==> config.mk <==
export PLATFORM = sky130hd
export DESIGN_NAME = nn_mac_param
export DESIGN_NICKNAME = d
export VERILOG_FILES = /design/src/rtl/nn_mac_param.sv
export SDC_FILE = /design/constraint.sdc
export NUM_CORES = 2
export LEC_CHECK = 0
export ABC_CLOCK_PERIOD_IN_PS = 20300
export CORE_MARGIN = 2
export CORE_UTILIZATION = 39
export CTS_BUF_LIST = sky130_fd_sc_hd__clkbuf_8
export CTS_CLUSTER_DIAMETER = 60
export DETAILED_ROUTE_END_ITERATION = 10
export PLACE_DENSITY = 0.51
export SYNTH_ARGS = -nofsm -noshare
export SYNTH_HDL_FRONTEND = slang
export SYNTH_SLANG_ARGS = --single-unit
export TNS_END_PERCENT = 10
==> constraint.sdc <==
create_clock -name clk -period 20.3 [get_ports clk]
set_clock_uncertainty 0.15 [all_clocks]
set_input_delay 4.06 -clock clk [delete_from_list [all_inputs] [get_ports clk]]
set_output_delay 4.06 -clock clk [all_outputs]
set_load 0.005 [all_outputs]
==> src/rtl/nn_mac_param.sv <==
// nn_mac_param: two-layer neural-network MAC with one time-shared multiplier.
// N_IN inputs are pre-shifted. Each input then passes through its own hidden neuron
// (w1*x + b1). The hidden outputs are summed through one output neuron
// (sum w2*h + b2), and the result is post-shifted.
// Any overflow saturates the result and records the first stage that overflowed.
//
// state | meaning
// ------+-----------------------------------------------------------------
// IDLE  | ready for a vector or a coefficient write
// PRE   | arithmetic right shift of every captured input by SH_IN
// L1    | hidden neuron idx: h[idx] = x'[idx]*W1[idx] + B1[idx]
// L2    | output neuron term idx: acc += W2[idx]*h[idx]
// BIAS  | acc += B2
// POST  | res = acc <<< SH_OUT
// DONE  | result presented until the consumer takes it
module nn_mac_param #(
    parameter int N_IN   = 2,
    parameter int DATA_W = 32,
    localparam int ADDR_W = $clog2(3*N_IN+3)
) (
    input  logic                     clk,
    input  logic                     resetn,
    input  logic                     in_valid,
    output logic                     in_ready,
    input  logic [N_IN*DATA_W-1:0]   in_data,
    input  logic                     cfg_we,
    input  logic [ADDR_W-1:0]        cfg_addr,
    input  logic [DATA_W-1:0]        cfg_data,
    output logic                     cfg_ready,
    output logic                     out_valid,
    input  logic                     out_ready,
    output logic [DATA_W-1:0]        out_data,
    output logic                     out_ovf,
    output logic                     out_zero,
    output logic [2:0]               out_ovf_stage,
    output logic                     busy
);

    localparam int SH_W  = $clog2(DATA_W);
    localparam int IDX_W = (N_IN > 1) ? $clog2(N_IN) : 1;
    localparam logic [IDX_W-1:0] IDX_LAST = IDX_W'(N_IN-1);
    localparam logic signed [DATA_W-1:0] SAT_MAX = {1'b0, {(DATA_W-1){1'b1}}};

    typedef enum logic [2:0] {
        S_IDLE, S_PRE, S_L1, S_L2, S_BIAS, S_POST, S_DONE
    } state_t;

    state_t state, state_nxt;

    logic signed [DATA_W-1:0] w1 [N_IN];
    logic signed [DATA_W-1:0] b1 [N_IN];
    logic signed [DATA_W-1:0] w2 [N_IN];
    logic signed [DATA_W-1:0] b2;
    logic [SH_W-1:0]          sh_in;
    logic [SH_W-1:0]          sh_out;

    logic signed [DATA_W-1:0] x_r [N_IN];
    logic signed [DATA_W-1:0] h_r [N_IN];
    logic signed [DATA_W-1:0] acc;
    logic [IDX_W-1:0]         idx;

    logic signed [DATA_W-1:0]   mul_a, mul_b;
    logic [2*DATA_W-1:0]        prod;
    logic [DATA_W:0]            prod_top;
    logic signed [DATA_W-1:0]   prod_lo;
    logic                       mul_ovf;
    logic signed [DATA_W-1:0]   add_a, add_b, sum;
    logic                       add_ovf;
    logic signed [DATA_W-1:0]   shifted, shifted_back;
    logic                       sh_ovf;
    logic [2:0]                 ovf_code;
    logic                       ovf_hit;

    // Full-width signed product: sign-extend both operands so the low 2*DATA_W bits are exact.
    assign prod     = {{DATA_W{mul_a[DATA_W-1]}}, mul_a} * {{DATA_W{mul_b[DATA_W-1]}}, mul_b};
    assign prod_top = prod[2*DATA_W-1:DATA_W-1];
    assign prod_lo  = prod[DATA_W-1:0];
    // The product fits only if the top DATA_W+1 bits are all copies of the sign bit.
    assign mul_ovf  = !((&prod_top) || !(|prod_top));

    assign sum     = add_a + add_b;
    assign add_ovf = (add_a[DATA_W-1] == add_b[DATA_W-1]) && (sum[DATA_W-1] != add_a[DATA_W-1]);

    // Shifting back must recover acc; otherwise a shifted-out bit or the new sign bit was lost.
    assign shifted      = acc <<< sh_out;
    assign shifted_back = shifted >>> sh_out;
    assign sh_ovf       = (shifted_back != acc);

    assign ovf_hit = (ovf_code != 3'd0);

    assign in_ready  = (state == S_IDLE);
    assign cfg_ready = (state == S_IDLE);
    assign out_valid = (state == S_DONE);
    assign busy      = (state != S_IDLE) && (state != S_DONE);

    // Multiplier operand select: hidden layer in L1, output layer in L2.
    always_comb begin
        mul_a = '0;
        mul_b = '0;
        case (state)
            S_L1: begin
                mul_a = x_r[idx];
                mul_b = w1[idx];
            end
            S_L2: begin
                mul_a = h_r[idx];
                mul_b = w2[idx];
            end
            default: ;
        endcase
    end

    // Adder operand select: bias add in L1, accumulate in L2, output bias in BIAS.
    always_comb begin
        add_a = '0;
        add_b = '0;
        case (state)
            S_L1: begin
                add_a = prod_lo;
                add_b = b1[idx];
            end
            S_L2: begin
                add_a = acc;
                add_b = prod_lo;
            end
            S_BIAS: begin
                add_a = acc;
                add_b = b2;
            end
            default: ;
        endcase
    end

    // Overflow stage code for this cycle. Within one cycle, a multiply overflow takes precedence over the add that follows it.
    always_comb begin
        ovf_code = 3'd0;
        case (state)
            S_L1:   ovf_code = mul_ovf ? 3'd1 : (add_ovf ? 3'd2 : 3'd0);
            S_L2:   ovf_code = mul_ovf ? 3'd3 : (add_ovf ? 3'd4 : 3'd0);
            S_BIAS: ovf_code = add_ovf ? 3'd5 : 3'd0;
            S_POST: ovf_code = sh_ovf  ? 3'd6 : 3'd0;
            default: ;
        endcase
    end

    // State register.
    always_ff @(posedge clk or negedge resetn) begin
        if (!resetn) state <= S_IDLE;
        else         state <= state_nxt;
    end

    // Next-state logic: any overflow exits straight to DONE.
    always_comb begin
        state_nxt = state;
        case (state)
            S_IDLE: if (in_valid) state_nxt = S_PRE;
            S_PRE:  state_nxt = S_L1;
            S_L1: begin
                if (ovf_hit)              state_nxt = S_DONE;
                else if (idx == IDX_LAST) state_nxt = S_L2;
            end
            S_L2: begin
                if (ovf_hit)              state_nxt = S_DONE;
                else if (idx == IDX_LAST) state_nxt = S_BIAS;
            end
            S_BIAS: state_nxt = ovf_hit ? S_DONE : S_POST;
            S_POST: state_nxt = S_DONE;
            S_DONE: if (out_ready) state_nxt = S_IDLE;
            default: state_nxt = S_IDLE;
        endcase
    end

    // Coefficient file: writes land only while idle and only for mapped addresses.
    always_ff @(posedge clk or negedge resetn) begin
        if (!resetn) begin
            for (int i = 0; i < N_IN; i++) begin
                w1[i] <= '0;
                b1[i] <= '0;
                w2[i] <= '0;
            end
            b2     <= '0;
            sh_in  <= '0;
            sh_out <= '0;
        end else if (cfg_we && (state == S_IDLE)) begin
            for (int i = 0; i < N_IN; i++) begin
                if (cfg_addr == ADDR_W'(i))          w1[i] <= cfg_data;
                if (cfg_addr == ADDR_W'(N_IN + i))   b1[i] <= cfg_data;
                if (cfg_addr == ADDR_W'(2*N_IN + i)) w2[i] <= cfg_data;
            end
            if (cfg_addr == ADDR_W'(3*N_IN))     b2     <= cfg_data;
            if (cfg_addr == ADDR_W'(3*N_IN + 1)) sh_in  <= cfg_data[SH_W-1:0];
            if (cfg_addr == ADDR_W'(3*N_IN + 2)) sh_out <= cfg_data[SH_W-1:0];
        end
    end

    // Datapath registers and the result/status outputs latched on entry to DONE.
    always_ff @(posedge clk or negedge resetn) begin
        if (!resetn) begin
            for (int i = 0; i < N_IN; i++) begin
                x_r[i] <= '0;
                h_r[i] <= '0;
            end
            acc           <= '0;
            idx           <= '0;
            out_data      <= '0;
            out_ovf       <= 1'b0;
            out_zero      <= 1'b0;
            out_ovf_stage <= 3'd0;
        end else begin
            case (state)
                S_IDLE: begin
                    if (in_valid) begin
                        for (int i = 0; i < N_IN; i++)
                            x_r[i] <= in_data[i*DATA_W +: DATA_W];
                        idx <= '0;
                    end
                end
                S_PRE: begin
                    for (int i = 0; i < N_IN; i++)
                        x_r[i] <= x_r[i] >>> sh_in;
                    acc <= '0;
                end
                S_L1: begin
                    h_r[idx] <= sum;
                    idx      <= (idx == IDX_LAST) ? '0 : idx + 1'b1;
                end
                S_L2: begin
                    acc <= sum;
                    idx <= (idx == IDX_LAST) ? '0 : idx + 1'b1;
                end
                S_BIAS: acc <= sum;
                default: ;
            endcase

            if (ovf_hit) begin
                out_data      <= SAT_MAX;
                out_ovf       <= 1'b1;
                out_zero      <= 1'b0;
                out_ovf_stage <= ovf_code;
            end else if (state == S_POST) begin
                out_data      <= shifted;
                out_ovf       <= 1'b0;
                out_zero      <= (shifted == '0);
                out_ovf_stage <= 3'd0;
            end
        end
    end

endmodule
-- Yosys cells after proc, flatten, opt, wreduce, memory -nomap -nowiden
Index checks and enable logic that the tools add are counted.
- word-level logic and storage cells: 134
- register bits: 435
- bits of input ports: 105
- output and inout bits: 41
- order comparisons: 2
- bitwise operators: 1
- muxes and demuxes: 51
- eq/ne operators: 22
- add/sub/neg operators: 2
- reduce and logical (&&, ||, !) cells: 31
- $mul: 1
- shift operators: 4
- operator list (operator ; number):
    $mux W32 ; 18
    $pmux W32 S2 ; 4
    $pmux W64 S2 ; 1
    $pmux W32 S3 ; 1
    $sshr A32 B5 Y32 ; 3
    $bwmux W64 ; 1
    $mul A32 B32 Y64 ; 1
    $mux W64 ; 1
    $mux W3 ; 12
    $reduce_and A33 Y1 ; 1
    $reduce_or A33 Y1 ; 1
    $add A32 B32 Y32 ; 1
    $demux W32 S1 ; 1
    $logic_not A32 Y1 ; 1
    $ne A32 B32 Y1 ; 1
    $sshl A32 B5 Y32 ; 1
    $reduce_and A2 Y1 ; 11
    $pmux W3 S7 ; 1
    $eq A4 B3 Y1 const B ; 4
    $pmux W3 S4 ; 1
    $eq A3 B3 Y1 const B ; 3
    $ne A3 B3 Y1 const B ; 3
    $eq A4 B2 Y1 const B ; 2
    $reduce_bool A2 Y1 ; 4
    23 further kinds ; 36

-- Logic depth before layout (Yosys ltp)
- depth after elaboration: 16
- depth in mapped cells: 53
- depth with buffers taken out: 47

-- Worst setup path before layout
OpenSTA, ideal clock, no wires.
- path type: register to register
- start: reg state[0]
- end: reg out_data[24]
- setup time: 0.142 ns
- path slack: 8.902 ns
- clock period less this slack: 11.398 ns
- buffers on the path: 7
- arrival time: 11.106 ns
- required time: 20.008 ns
- stages on the path, launching flop included: 44
- cells stage by stage: dfrtp_1 > clkbuf_1 > clkbuf_1 > buf_1 > buf_1 > clkbuf_1 > mux2i_1 > nand2_1 > o21ai_0 > nand2b_1 > clkbuf_1 > nor2_1 > fa_1 > fa_1 > inv_1 > fa_1 > inv_1 > fa_1 > (+8 left out) > or3_1 > or3_1 > o21ai_1 > nor2_1 > xnor2_1 > a21oi_1 > o21ai_0 > ha_1 > nand3_1 > a311o_1 > a31oi_1 > mux2i_1 > o221ai_1 > a21oi_2 > or2_4 > o21a_4 > buf_4 > o211ai_1
- cells in the longest elaborated chain, start to end: 12
- elaborated cells between the ends (all ways): 27
- classes of those cells: 1 x add/sub; 1 x mul; 6 x eq/ne; 11 x mux; 8 x reduce/logical
- RTL lines (what ; line ; source):
    from (decl) ; 48 ; state_t state, state_nxt;
    from (signal assigned) ; 149 ; else state <= state_nxt;
    $eq A3 B2 Y1 ; 100, 117, 137 ;
    $pmux W32 S2 ; 100 ; case (state)
    $mul A32 B32 Y64 ; 75 ; assign prod = {{DATA_W{mul_a[DATA_W-1]}}, mul_a} * {{DATA_W{mul_b[DATA_W-1]}}, mul_b};
    $pmux W32 S3 / $pmux W32 S2 (equally long branches) ; 117 ; case (state)
    $add A32 B32 Y32 ; 81 ; assign sum = add_a + add_b;
    $ne A1 B1 Y1 ; 82 ; assign add_ovf = (add_a[DATA_W-1] == add_b[DATA_W-1]) && (sum[DATA_W-1] != add_a[DATA_W-1]);
    $logic_and A1 B1 Y1 ; 82 ;
    $mux W2 / $mux W3 (equally long branches) (2 in series) ; 138, 139 ;
    $pmux W3 S4 ; 137 ; case (state)
    $reduce_bool A3 Y1 ; 89 ; assign ovf_hit = (ovf_code != 3'd0);
    $mux W32 / $reduce_bool A2 Y1 (equally long branches) ; n/a ;
    to (signal assigned) ; 241 ; out_data <= shifted;
    to (decl) ; 32 ; output logic [DATA_W-1:0] out_data,
Parallel ways exist; a longest one is shown, timed or not.
A chain may end at the register's enable or synchronous reset.

-- Worst setup path after layout
- start: reg state[0]
- end: reg state[0]
- cells in the longest elaborated chain, start to end: 13
- elaborated cells between the ends (all ways): 37
- classes of those cells: 1 x add/sub; 1 x mul; 12 x eq/ne; 14 x mux; 9 x reduce/logical
- RTL lines (what ; line ; source):
    $eq A3 B2 Y1 ; n/a ;
    $pmux W32 S2 ; 100 ;
    $mul A32 B32 Y64 ; 75 ;
    $pmux W32 S3 / $pmux W32 S2 (equally long branches) ; 117 ;
    $add A32 B32 Y32 ; 81 ;
    $ne A1 B1 Y1 ; 82 ;
    $logic_and A1 B1 Y1 ; 82 ;
    $mux W2 / $mux W3 (equally long branches) (2 in series) ; 138, 139 ;
    $pmux W3 S4 ; 137 ;
    $reduce_bool A3 Y1 ; 89 ;
    $mux W2 (tied with other cells) ; 166 ; S_BIAS: state_nxt = ovf_hit ? S_DONE : S_POST;
    $pmux W3 S7 / $reduce_and A4 Y1 (equally long branches) ; n/a ;
Parallel ways exist; a longest one is shown, timed or not.

==> report_table.html <==
<table>
<tr><th>Metric</th><th>Value</th></tr>
<tr><th colspan="2">Route</th></tr>
<tr><td>Ratio of routed vias to standard cells</td><td>5.85</td></tr>
<tr><td>Number of DRC markers in iteration 0</td><td>5371</td></tr>
<tr><td>Drt first pass iters</td><td>6</td></tr>
<tr><td>Routed wirelength normalized by instance count</td><td>29.0 um</td></tr>
<tr><td>Routed Antenna Nets</td><td>0</td></tr>
<tr><td>Total vias in the final route</td><td>54.8k</td></tr>
<tr><td>Routed wire length</td><td>272000 um</td></tr>
<tr><td>Final routed DRC violation total</td><td>0</td></tr>
<tr><th colspan="2">GRT</th></tr>
<tr><td>Antenna violations before repair</td><td>14</td></tr>
<tr><td>Pin count of the biggest net entering global routing</td><td>160</td></tr>
<tr><td>Aggregate global-route resource usage</td><td>32.0%</td></tr>
<tr><td>Global route overflow</td><td>0</td></tr>
<tr><td>Vias in the first global route</td><td>55.7k</td></tr>
<tr><td>Global-route wire length before repair</td><td>397000 um</td></tr>
<tr><th colspan="2">Synthesis</th></tr>
<tr><td>EDFF count, synth</td><td>0</td></tr>
<tr><td>Number of distinct library cells after synthesis</td><td>90</td></tr>
<tr><td>Top-area cell type share of the netlist area</td><td>33.2%</td></tr>
<tr><td>Cell area after synthesis</td><td>65300 sq um</td></tr>
<tr><td>Number of cells produced by synthesis</td><td>7148</td></tr>
<tr><td>Seq cells post-synth</td><td>435</td></tr>
<tr><td>Top cell type by total area after synthesis</td><td>fa_1</td></tr>
<tr><td>Synth area leaders</td><td>fa_1 33%, dfrtp_1 17%, nor2_1 5.9%</td></tr>
<tr><td>Share of synthesized flip-flops with an asynchronous set or reset</td><td>100%</td></tr>
<tr><td>Most frequent cell after synthesis</td><td>fa_1</td></tr>
<tr><td>Synthesized area per cell</td><td>9.14 sq um</td></tr>
<tr><td>Total of warnings raised by yosys</td><td>0</td></tr>
<tr><td>Most frequent cells after synthesis</td><td>1083 x fa_1, 1022 x nor2_1, 961 x inv_1, 786 x nand2_1, 435 x dfrtp_1</td></tr>
<tr><td>Top flip-flop cell by instance count after synthesis</td><td>dfrtp_1</td></tr>
<tr><td>Sequential element share of the synthesized area</td><td>16.7%</td></tr>
<tr><td>Number of nets in the synthesized netlist</td><td>8554</td></tr>
<tr><th colspan="2">Die</th></tr>
<tr><td>Row Count</td><td>150</td></tr>
<tr><td>Floorplan core area</td><td>167000 sq um</td></tr>
<tr><td>Height of the die</td><td>413 um</td></tr>
<tr><td>IO Pins</td><td>146</td></tr>
<tr><td>Die outline area</td><td>171000 sq um</td></tr>
<tr><td>Starting Density</td><td>39.2%</td></tr>
<tr><td>Die outline width</td><td>413 um</td></tr>
<tr><th colspan="2">Placed design</th></tr>
<tr><td>Routability Congestion</td><td>0.990</td></tr>
<tr><td>Post-Place Worst Slack</td><td>6030 ps</td></tr>
<tr><td>Post-placement cell area</td><td>69200 sq um</td></tr>
<tr><td>Count of buffers inserted at the top-level ports</td><td>145</td></tr>
<tr><td>Final HPWL from detailed placement</td><td>213000 um</td></tr>
<tr><th colspan="2">Worst setup path</th></tr>
<tr><td>Endpoint of the lowest-slack register-to-register path</td><td>state[0]</td></tr>
<tr><td>Worst reg2reg startpoint</td><td>state[0]</td></tr>
<tr><td>Crit path largest cell delay</td><td>820 ps</td></tr>
<tr><td>Worst setup path category</td><td>reg -&gt; reg</td></tr>
<tr><td>Largest driver fanout on the critical path</td><td>86</td></tr>
<tr><td>Type of origin of the critical path</td><td>flop</td></tr>
<tr><td>FF-to-FF path depth</td><td>39</td></tr>
<tr><td>Required time at the worst-slack endpoint</td><td>20720 ps</td></tr>
<tr><td>Master of the slowest instance on the critical path</td><td>nor2_1</td></tr>
<tr><td>Data arrival time of the critical path</td><td>14770 ps</td></tr>
<tr><td>R2R Setup Slk</td><td>5960 ps</td></tr>
<tr><td>Kind of end point of the critical path</td><td>flop</td></tr>
<tr><td>Critical Path Most Common Cell</td><td>fa_1</td></tr>
<tr><th colspan="2">Cells and area</th></tr>
<tr><td>Final cell area excluding filler cells</td><td>70900 sq um</td></tr>
<tr><td>Synthesis-to-layout area growth</td><td>8.52%</td></tr>
<tr><td>Final-layout fill cell count</td><td>16.7k</td></tr>
<tr><td>Total Nets Final</td><td>8497</td></tr>
<tr><td>Final core occ</td><td>42.5%</td></tr>
<tr><td>Layout cell share with drive strength beyond 1</td><td>10.9%</td></tr>
<tr><th colspan="2">STA</th></tr>
<tr><td>Setup tns final</td><td>0 ps</td></tr>
<tr><td>Pins Over Slew Limit</td><td>0</td></tr>
<tr><td>Crit share post-route</td><td>70.7%</td></tr>
<tr><td>Slack of the critical path</td><td>5960 ps</td></tr>
<tr><td>Unrepaired setup endpoints after global routing</td><td>false</td></tr>
<tr><td>F_max</td><td>0.0697 GHz</td></tr>
<tr><td>Final setup violation count</td><td>0</td></tr>
<tr><td>Tightest slew margin relative to the limit</td><td>8.44%</td></tr>
<tr><td>Slew at the pin closest to its max-slew limit</td><td>1370 ps</td></tr>
<tr><td>Final Hold Violating Endpoints</td><td>0</td></tr>
<tr><td>Post-layout min period</td><td>14340 ps</td></tr>
<tr><th colspan="2">Clocking</th></tr>
<tr><td>CTS Buf Count</td><td>79</td></tr>
<tr><td>Hold buffer count at CTS</td><td>0</td></tr>
<tr><td>Post-CTS setup buffer count</td><td>0</td></tr>
<tr><td>Sink Count</td><td>435</td></tr>
<tr><td>Clock latency reported for the late side of the worst-skew pair</td><td>780 ps</td></tr>
<tr><td>Clk Tree Root Cell</td><td>clkbuf_8</td></tr>
<tr><td>Deepest level of the CTS H-tree</td><td>3</td></tr>
<tr><td>Clock-pin transition on the worst setup and hold timing paths</td><td>60 ps</td></tr>
<tr><td>Maximum root-to-sink buffer count</td><td>3</td></tr>
<tr><td>Post_cts resized</td><td>0</td></tr>
<tr><td>TritonCTS clock tree</td><td>yes</td></tr>
<tr><th colspan="2">Worst hold path</th></tr>
<tr><td>Worst hold path depth</td><td>2</td></tr>
<tr><td>Hold Crit Class</td><td>reg -&gt; reg</td></tr>
<tr><td>Startpoint of the lowest-slack hold path</td><td>h_r[19]</td></tr>
<tr><td>Endpoint with the worst hold slack</td><td>h_r[19]</td></tr>
<tr><th colspan="2">Power and ir drop</th></tr>
<tr><td>Portion of total power attributed to sequential cells</td><td>14.3%</td></tr>
<tr><td>Sw Pwr</td><td>6.88 mW</td></tr>
<tr><td>Clock group share of total power</td><td>7.8%</td></tr>
<tr><td>Leakage power</td><td>29.1 nW</td></tr>
<tr><td>Power share of the combinational group</td><td>77.8%</td></tr>
<tr><td>Switching power share of the total</td><td>59.3%</td></tr>
<tr><td>IR drop worst, VDD</td><td>0.000112 V</td></tr>
<tr><td>PD cells</td><td>164 nW/um^2</td></tr>
<tr><td>Cell internal pwr</td><td>4.73 mW</td></tr>
<tr><th colspan="2">Run</th></tr>
<tr><td>Max capacitance violation total</td><td>0</td></tr>
<tr><th colspan="2">Outcome</th></tr>
<tr><td>Result of the run</td><td>complete, no violations</td></tr>
</table>
==> power groups by stage <==
stage                     registers (mW)  clock network [mW]  logic [mW]
after floorplan                     1.40                   0        5.58
after global placement              1.65                   0        8.81
after detailed placement            1.66                   0        8.78
after CTS                           1.65               0.932        8.88
after global routing                1.70               0.973        9.62
final                               1.66               0.909        9.03
==> how the worst max path moves through the flow <==
stage	startpoint	end	slack [ps]	depth (start not counted)
after floorplan	state[0]	out_data[24]	8900	43
after global placement	state[0]	state[2]	6160	40
after detailed placement	state[0]	state[2]	6030	39
after CTS	state[0]	out_data[5]	5990	38
after global routing	state[0]	state[2]	5310	40
final	state[0]	state[0]	5960	39
==> registers in the layout, indices dropped and copies added, names as in the netlist, 3 cells and up <==
name and cells:
b2 32, w1 64, x_r 64, acc 32, state 3, out_data 32, h_r 64, w2 64
out_ovf_stage 3, sh_out 5, sh_in 5, b1 64
==> critical path, delay by kind of cell, from the launching register on <==
family	cells	cell delay [ps]
fa+ha+maj	10	4780
mux	2	670
xor+xnor	1	420
buf+inv	6	1110
flops	1	610
compound gates	9	2330
simple gates	11	3940
==> metrics by stage <==
stage	instances	hold slack [ps]	total power, mW
floorplan	7148	294	6.98
global placement	9214	307	10.5
detailed placement	9214	315	10.4
CTS	9356	328	11.5
global route	9357	346	12.3
finish	9362	324	11.6
==> layer usage <==
layer	wire, um	share of wire, %	vias up	GRT usage [%]
li1	-	-	23100	-
met1	118000	43	28500	46.0
met2	118000	43	2633	47.8
met3	25400	9.4	452	7.35
met4	10200	3.8	6	10.2
met5	35	0.013	-	0
==> cell usage in the layout, fill, tap and decap left out, types with 150 or more instances in the layout <==
cell,Yosys,routed
mux2_2,306,306
ha_1,218,217
o21ai_0,346,346
dfrtp_1,435,427
nand2_1,786,776
fa_1,1083,1083
nand3_1,153,150
inv_1,961,988
buf_4,9,162
a21oi_1,207,206
nor2_1,1022,1011
==> final cells by class <==
type | count | area, sq um | area share (%)
sequential | 435 | 10900 | 15.4
clock inverter | 42 | 328 | 0.462
inverter | 970 | 3640 | 5.14
timing repair buffer | 309 | 2710 | 3.83
multi-input combinational | 5296 | 49100 | 69.3
clock buffer | 100 | 1380 | 1.94
tap | 2204 | 2760 | 3.89
antenna | 6 | 15.0 | 0.0212
==> cells by family after synthesis <==
family | Yosys count | synth area share [%]
and+or+nand+nor | 2285 | 14.7
DFF | 435 | 16.7
buffers and inverters | 1417 | 8.30
adders and majority gates | 1301 | 37.4
AOI/OAI and AO/OA | 1051 | 10.4
xor gates and xnor gates | 104 | 1.39
muxes | 555 | 11.2
(Power assumes the default switching activity.)
